File: src/rtl/ro_freq_counter.sv
// ---------------------------------------------------------------------------
// ro_freq_counter
// Ring-oscillator frequency counter with a Wishbone slave register interface.
// Counts rising edges of the (synchronised) ro_in signal over a programmable
// window of wb_clk_i cycles and drives the 16:1 oscillator mux select.
//
// Ports
//   wb_clk_i    sole clock
//   wb_rst_i    synchronous reset, active-high
//   wbs_cyc_i   Wishbone cycle
//   wbs_stb_i   Wishbone strobe
//   wbs_we_i    1 = write
//   wbs_sel_i   byte lane enables for writes
//   wbs_adr_i   byte address, [3:2] selects the register
//   wbs_dat_i   write data
//   wbs_ack_o   single-cycle acknowledge
//   wbs_dat_o   read data, valid with ack
//   ro_in       asynchronous oscillator mux output
//   sel_o       oscillator mux select
//   busy_o      measurement in progress
//
// Register map (offset)
//   0x0 CTRL   [0] start (W1, self-clear) [1] continuous [2] abort (W1,
//              self-clear) [7:4] sel
//   0x4 GATE   window length in clocks (0 behaves as 1)
//   0x8 COUNT  last completed edge count, read-only, saturating
//   0xC STATUS [0] busy RO, [1] done W1C, [2] ovf W1C
// ---------------------------------------------------------------------------
module ro_freq_counter #(
    parameter logic [31:0] BASE_ADDR   = 32'h3000_0000,
    parameter int          CNT_W       = 24,
    parameter int          GATE_W      = 24,
    parameter int unsigned GATE_RST    = 32'd10000,
    parameter int          SYNC_STAGES = 2,
    parameter int          SETTLE_CYC  = 8
) (
    input  logic        wb_clk_i,
    input  logic        wb_rst_i,
    input  logic        wbs_cyc_i,
    input  logic        wbs_stb_i,
    input  logic        wbs_we_i,
    input  logic [3:0]  wbs_sel_i,
    input  logic [31:0] wbs_adr_i,
    input  logic [31:0] wbs_dat_i,
    output logic        wbs_ack_o,
    output logic [31:0] wbs_dat_o,
    input  logic        ro_in,
    output logic [3:0]  sel_o,
    output logic        busy_o
);

    localparam int SET_W = $clog2(SETTLE_CYC + 1) + 1;
    localparam logic [SET_W-1:0] SETTLE_LD = SET_W'(SETTLE_CYC);
    localparam logic [CNT_W-1:0] CNT_MAX   = '1;

    typedef enum logic [1:0] {
        ST_IDLE   = 2'd0,
        ST_SETTLE = 2'd1,
        ST_GATE   = 2'd2,
        ST_DONE   = 2'd3
    } state_t;

    state_t              state_q, state_d;
    logic [SET_W-1:0]    settle_q, settle_d;
    logic [GATE_W-1:0]   gcnt_q, gcnt_d;
    logic [CNT_W-1:0]    ecnt_q, ecnt_d;
    logic [CNT_W-1:0]    count_q, count_d;
    logic                done_q, done_d;
    logic                ovf_q, ovf_d;
    logic                cont_q, cont_d;
    logic [3:0]          sel_q, sel_d;
    logic [GATE_W-1:0]   gate_q, gate_d;
    logic                busy_q, busy_d;
    logic                ack_q, ack_d;
    logic [31:0]         rdat_q, rdat_d;
    logic [SYNC_STAGES-1:0] sync_q, sync_d;
    logic                prev_q;

    logic        dec_s, acc_s, wr_s, rd_s;
    logic [1:0]  ridx_s;
    logic        ctrl_wr_s, gate_wr_s, stat_wr_s;
    logic        start_s, abort_s, sel_chg_s, rise_s;
    logic [GATE_W-1:0] gate_win_s;
    logic [31:0] gate_new_s;
    logic        unused_ok_s;

    // Bus access qualification: a new access is never accepted in the ack cycle,
    // which is what spaces back-to-back accesses to every other cycle.
    assign dec_s     = (wbs_adr_i[31:4] == BASE_ADDR[31:4]);
    assign acc_s     = wbs_cyc_i & wbs_stb_i & dec_s & ~ack_q;
    assign wr_s      = acc_s & wbs_we_i;
    assign rd_s      = acc_s & ~wbs_we_i;
    assign ridx_s    = wbs_adr_i[3:2];
    assign ctrl_wr_s = wr_s & (ridx_s == 2'd0) & wbs_sel_i[0];
    assign gate_wr_s = wr_s & (ridx_s == 2'd1);
    assign stat_wr_s = wr_s & (ridx_s == 2'd3) & wbs_sel_i[0];
    assign start_s   = ctrl_wr_s & wbs_dat_i[0];
    assign abort_s   = ctrl_wr_s & wbs_dat_i[2];
    assign sel_chg_s = ctrl_wr_s & (wbs_dat_i[7:4] != sel_q);
    assign rise_s    = sync_q[SYNC_STAGES-1] & ~prev_q;
    assign gate_win_s = (gate_q == '0) ? GATE_W'(1) : gate_q;
    assign unused_ok_s = ^{wbs_adr_i[1:0], gate_new_s};

    assign wbs_ack_o = ack_q;
    assign wbs_dat_o = rdat_q;
    assign sel_o     = sel_q;
    assign busy_o    = busy_q;

    // Register-file next state: byte-lane GATE merge, CTRL fields, read mux.
    always_comb begin
        gate_new_s = 32'(gate_q);
        for (int b = 0; b < 4; b++) begin
            if (wbs_sel_i[b]) begin
                gate_new_s[8*b +: 8] = wbs_dat_i[8*b +: 8];
            end else begin
                gate_new_s[8*b +: 8] = gate_new_s[8*b +: 8];
            end
        end
        gate_d = gate_wr_s ? gate_new_s[GATE_W-1:0] : gate_q;
        cont_d = ctrl_wr_s ? wbs_dat_i[1]   : cont_q;
        sel_d  = ctrl_wr_s ? wbs_dat_i[7:4] : sel_q;
        ack_d  = acc_s;
        rdat_d = 32'h0000_0000;
        if (rd_s) begin
            case (ridx_s)
                2'd0:    rdat_d = {24'h00_0000, sel_q, 2'b00, cont_q, 1'b0};
                2'd1:    rdat_d = 32'(gate_q);
                2'd2:    rdat_d = 32'(count_q);
                2'd3:    rdat_d = {29'h0000_0000, ovf_q, done_q, busy_q};
                default: rdat_d = 32'h0000_0000;
            endcase
        end else begin
            rdat_d = 32'h0000_0000;
        end
    end

    // Measurement FSM next state. Abort beats a sel change, which beats normal
    // sequencing; in DONE the set of done/ovf is applied after the W1C clear so
    // a simultaneous clear loses.
    always_comb begin
        state_d  = state_q;
        settle_d = settle_q;
        gcnt_d   = gcnt_q;
        ecnt_d   = ecnt_q;
        count_d  = count_q;
        done_d   = done_q & ~(stat_wr_s & wbs_dat_i[1]);
        ovf_d    = ovf_q  & ~(stat_wr_s & wbs_dat_i[2]);
        if ((state_q != ST_IDLE) && abort_s) begin
            state_d = ST_IDLE;
        end else if ((state_q != ST_IDLE) && sel_chg_s) begin
            state_d  = ST_SETTLE;
            settle_d = SETTLE_LD;
            ecnt_d   = '0;
        end else begin
            case (state_q)
                ST_IDLE: begin
                    if (start_s && !abort_s) begin
                        state_d  = ST_SETTLE;
                        settle_d = SETTLE_LD;
                        ecnt_d   = '0;
                    end else begin
                        state_d = ST_IDLE;
                    end
                end
                ST_SETTLE: begin
                    // settle_q holds the SETTLE cycles still to spend, this one included
                    if (settle_q <= SET_W'(1)) begin
                        state_d = ST_GATE;
                        gcnt_d  = gate_win_s;
                    end else begin
                        settle_d = settle_q - SET_W'(1);
                    end
                end
                ST_GATE: begin
                    if (rise_s && (ecnt_q != CNT_MAX)) begin
                        ecnt_d = ecnt_q + CNT_W'(1);
                    end else begin
                        ecnt_d = ecnt_q;
                    end
                    if (gcnt_q <= GATE_W'(1)) begin
                        state_d = ST_DONE;
                    end else begin
                        gcnt_d = gcnt_q - GATE_W'(1);
                    end
                end
                ST_DONE: begin
                    count_d = ecnt_q;
                    done_d  = 1'b1;
                    ovf_d   = ovf_d | (ecnt_q == CNT_MAX);
                    if (cont_q) begin
                        state_d  = ST_SETTLE;
                        settle_d = SETTLE_LD;
                        ecnt_d   = '0;
                    end else begin
                        state_d = ST_IDLE;
                    end
                end
                default: state_d = ST_IDLE;
            endcase
        end
        busy_d = (state_d != ST_IDLE);
        sync_d = {sync_q[SYNC_STAGES-2:0], ro_in};
    end

    // State and register update with synchronous reset.
    always_ff @(posedge wb_clk_i) begin
        if (wb_rst_i) begin
            state_q  <= ST_IDLE;
            settle_q <= '0;
            gcnt_q   <= '0;
            ecnt_q   <= '0;
            count_q  <= '0;
            done_q   <= 1'b0;
            ovf_q    <= 1'b0;
            cont_q   <= 1'b0;
            sel_q    <= 4'h0;
            gate_q   <= GATE_W'(GATE_RST);
            busy_q   <= 1'b0;
            ack_q    <= 1'b0;
            rdat_q   <= 32'h0000_0000;
            sync_q   <= '0;
            prev_q   <= 1'b0;
        end else begin
            state_q  <= state_d;
            settle_q <= settle_d;
            gcnt_q   <= gcnt_d;
            ecnt_q   <= ecnt_d;
            count_q  <= count_d;
            done_q   <= done_d;
            ovf_q    <= ovf_d;
            cont_q   <= cont_d;
            sel_q    <= sel_d;
            gate_q   <= gate_d;
            busy_q   <= busy_d;
            ack_q    <= ack_d;
            rdat_q   <= rdat_d;
            sync_q   <= sync_d;
            prev_q   <= sync_q[SYNC_STAGES-1];
        end
    end

endmodule

File: config.mk
export PLATFORM = sky130hd
export DESIGN_NAME = ro_freq_counter
export DESIGN_NICKNAME = d
export VERILOG_FILES = /design/src/rtl/ro_freq_counter.sv
export SDC_FILE = /design/constraint.sdc
export NUM_CORES = 1
export LEC_CHECK = 0
export CORE_MARGIN = 1.5
export CORE_UTILIZATION = 33
export CTS_CLUSTER_DIAMETER = 100
export DETAILED_ROUTE_END_ITERATION = 6
export GPL_TIMING_DRIVEN = 0
export PLACE_DENSITY = 0.54
export SETUP_SLACK_MARGIN = 0.1
export SLEW_MARGIN = 20
export SYNTH_ARGS = -nofsm -noshare
export SYNTH_HDL_FRONTEND = slang
export SYNTH_SLANG_ARGS = --single-unit
File: constraint.sdc
create_clock -name wb_clk_i -period 2.9 [get_ports wb_clk_i]
set_clock_uncertainty 0.2 [all_clocks]
set_input_delay 0.435 -clock wb_clk_i [delete_from_list [all_inputs] [get_ports wb_clk_i]]
set_output_delay 0.435 -clock wb_clk_i [all_outputs]
set_load 0.02 [all_outputs]
==> flow_summary.yaml, run 1 <==
placed_design:
  dp_hpwl_mm: 17.3
  port_buffers: 91
  gp_congestion: 0.885
worst_setup_path:
  path_delay_family: "simple AND/OR/NAND/NOR gates"
  reg2reg_slack_ps: 50
  end_kind: "register"
  crit_buf_inv: 1
  crit_arrival_ps: 2970
  worstSetupStartpointType: "register"
  cp_common_cell: "or4_4"
  critPathKind: "reg -> reg"
  crit_chain: "or4_4 -> or3_4 -> or4_4 -> o311ai_4 -> buf_6 -> a21oi_2 -> o21a_1"
  cp_slowest_cell: "or4_4"
  slowest_delay_ps: 620
  crit_path_max_fanout: 6
  required_ps: 3020
finish:
  final_common_cell: "dfxtp_1"
  nNetsFinal: 1037
  area_growth_pct: 37.4
  nFillCells: 1982
  most-common-layout-cells: "dfxtp_1, nor2_1, clkdlybuf4s50_1"
  drive_gt1_frac: 0.193
  antenna_cells: 0
global_routing:
  grt_use_total: 0.226
  grt_pass1_vias: 6514
  grt_max_degree: 17
  grt_pass1_wl_mm: 37.7
  antenna_found_initial: 0
  grt.overflow.total: 0
routing:
  antenna_left: 0
  dr.pass1.iters: 5
  routedWlPerCell_um: 20.1
  drc: 0
  drt-total-wl_mm: 24.8
  vias: 6869
  drt_iter0_drc: 680
  via_per_inst: 5.56
power:
  pwr-share-comb: 0.052
  switching_share: 0.233
  clkPwrFrac: 0.504
  sequentialPowerShare: 0.444
  vdd_drop_max_mv: 0.384
  power.density_nw_per_um2: 457
  power_leakage_nw: 3.63
  power_w: 0.00432
  power.internal_w: 0.00331
  p_sw_w: 0.00101
clock_tree:
  cts_buffers: 17
  cts_tree: "done"
  cts_hold_buf: 0
  clkSinkCount: 139
  insertion_delay_ps: 420
  clock_path_buffers: 2
  cts_root_buffer: "clkbuf_16"
  h-tree-depth: 4
  clk_pin_slew_worst_paths_ps: 60
timing:
  whs_ps: 242
  setup_violations: 0
  period_minus_slack_ps: 2850
  max-slew-margin-rel: 0.336
  slew_violations: 0
  hold_violations: 0
  tightest_slew_ps: 996
  setup_tns_ps: 0
  rsz0062_at_grt: "yes"
  fmax_mhz: 350
  min_period_over_period: 0.984
yosys:
  syn_avg_cell_area_um2: 8.54
  seq_area_frac_synth: 0.404
  yosys_warnings: 0
  synth_edf_count: 0
  synth_cells: 807
  synthesis.area_um2: 6890
  synth_seq_cells: 139
  yosysUniqueCellTypes: 73
  async_reset_ff_frac: 0
  ys.flop_type: "dfxtp_1"
floorplan:
  die-area_um2: 21700
  num_io_pins: 112
  core_um2: 20400
  num_rows: 52
  chipHeight_um: 147
  die_x_um: 147
  initial_core_util: 0.338
status:
  outcome: "finished clean"
job:
  max_cap_viol_count: 0
hold_path:
  hold_path.class: "reg -> reg"
==> Yosys cell counts, types with 5 or more instances <==
library cell	count	area, um2
o21ai_0	27	135
ha_1	10	125
or3_1	17	106
or4_1	10	75.1
a2bb2oi_1	5	43.8
and3_1	7	43.8
o31ai_1	9	67.6
nor2_1	109	409
inv_1	12	45.0
nand3_1	21	105
nor2b_1	10	62.6
mux2_2	5	56.3
a21oi_1	55	275
o2bb2ai_1	5	43.8
mux2i_1	56	561
nor4_1	21	131
nand2_1	62	233
nand4_1	15	93.8
clkbuf_1	43	161
nor3_1	20	100
a22oi_1	21	158
o32ai_1	6	52.6
buf_4	10	75.1
or2_2	6	37.5
dfxtp_1	139	2780
o311ai_0	5	43.8
a31oi_1	9	56.3
==> through the flow <==
stage	util	setup WS (ps)	area, um2	cells
after floorplan	-	158	6910	814
after global placement	0.401	-903	8160	1175
after detailed placement	0.401	-900	8160	1175
after CTS	0.446	29.3	9080	1223
after global routing	0.465	-29.1	9470	1236
final	0.465	46.6	9470	1236
==> registers in the layout, indices dropped and copies added, names as in the netlist, 2 cells and up <==
name and cells:
settle_q 5, wbs_dat_o 24, gcnt_q 24, ecnt_q 24, gate_q 24, state_q 2
sync_q 2, sel_o 4, count_q 24
==> cell type report <==
type	instances	area, um2	area share
Tap cell	270	338	0.0357
Multi-Input combinational cell	601	4160	0.439
Buffer	62	378	0.0399
Clock inverter	13	139	0.0147
Inverter	13	48.8	0.00516
Clock buffer	19	443	0.0468
Timing Repair Buffer	119	1170	0.123
Sequential cell	139	2790	0.295
==> kinds of logic after synthesis <==
kind of cell / synth area share
flops: 0.404
buf+inv: 0.0512
fa+ha+maj: 0.0182
simple gates: 0.231
other cells: 0.000544
compound gates: 0.197
xor+xnor: 0.00509
mux: 0.0928
==> power groups by stage <==
stage          clock network (W)  registers, W   logic, W
4_1_cts                  0.00220       0.00192   0.000213
3_5_place_dp                   0       0.00196   0.000204
5_1_grt                  0.00230       0.00192   0.000237
6_report                 0.00218       0.00192   0.000225
2_1_floorplan                  0       0.00196  0.0000812
3_3_place_gp                   0       0.00196   0.000205
==> final timing paths <==
kind / start / end / cells after the start
setup reg to reg: gcnt_q[13]$_SDFFE_PP0P_ / gcnt_q[14]$_SDFFE_PP0P_ / 7
setup / recovery: gcnt_q[13]$_SDFFE_PP0P_ / gcnt_q[14]$_SDFFE_PP0P_ / 7
hold reg to reg: sync_q[0]$_SDFF_PP0_ / sync_q[1]$_SDFF_PP0_ / 1
hold / removal: sync_q[0]$_SDFF_PP0_ / sync_q[1]$_SDFF_PP0_ / 1
==> what timing repair did <==
action                     in CTS  in global routing
setup endpoints to repair     109                113
setup buffers                  14                 10
gates cloned                    2                  3
resized for setup              59                 85
pin swaps                      15                 24
==> routing by layer <==
metal  GRT usage  up-vias  wire length (um)
met5           0        -                 0
met4      0.0645        0               482
met3      0.0454       34              1770
met2       0.343      309             10900
met1       0.324     3262             11700
li1            -     3264                 -
==> worst register-to-register path, delay by kind of cell, from the launching register on <==
kind	cells	cell delay (ps)
AND/OR/NAND/NOR	3	1570
AO/OA/AOI/OAI	3	400
flip-flops	1	350
buffers and inverters	1	230
Power figures use the tool's default switching activity.
==> run 2, diff against run 1 <==
--- a/config.mk
+++ b/config.mk
@@ -5,6 +5,7 @@
 export SDC_FILE = /design/constraint.sdc
 export NUM_CORES = 1
 export LEC_CHECK = 0
+export CAP_MARGIN = 5
 export CORE_MARGIN = 1.5
 export CORE_UTILIZATION = 33
 export CTS_CLUSTER_DIAMETER = 100
@@ -12,7 +13,7 @@
 export GPL_TIMING_DRIVEN = 0
 export PLACE_DENSITY = 0.54
 export SETUP_SLACK_MARGIN = 0.1
-export SLEW_MARGIN = 20
+export SLEW_MARGIN = 0
 export SYNTH_ARGS = -nofsm -noshare
 export SYNTH_HDL_FRONTEND = slang
 export SYNTH_SLANG_ARGS = --single-unit
==> results of run 2 <==
The final DEF is identical to that of run 1; final timing and power are the same.
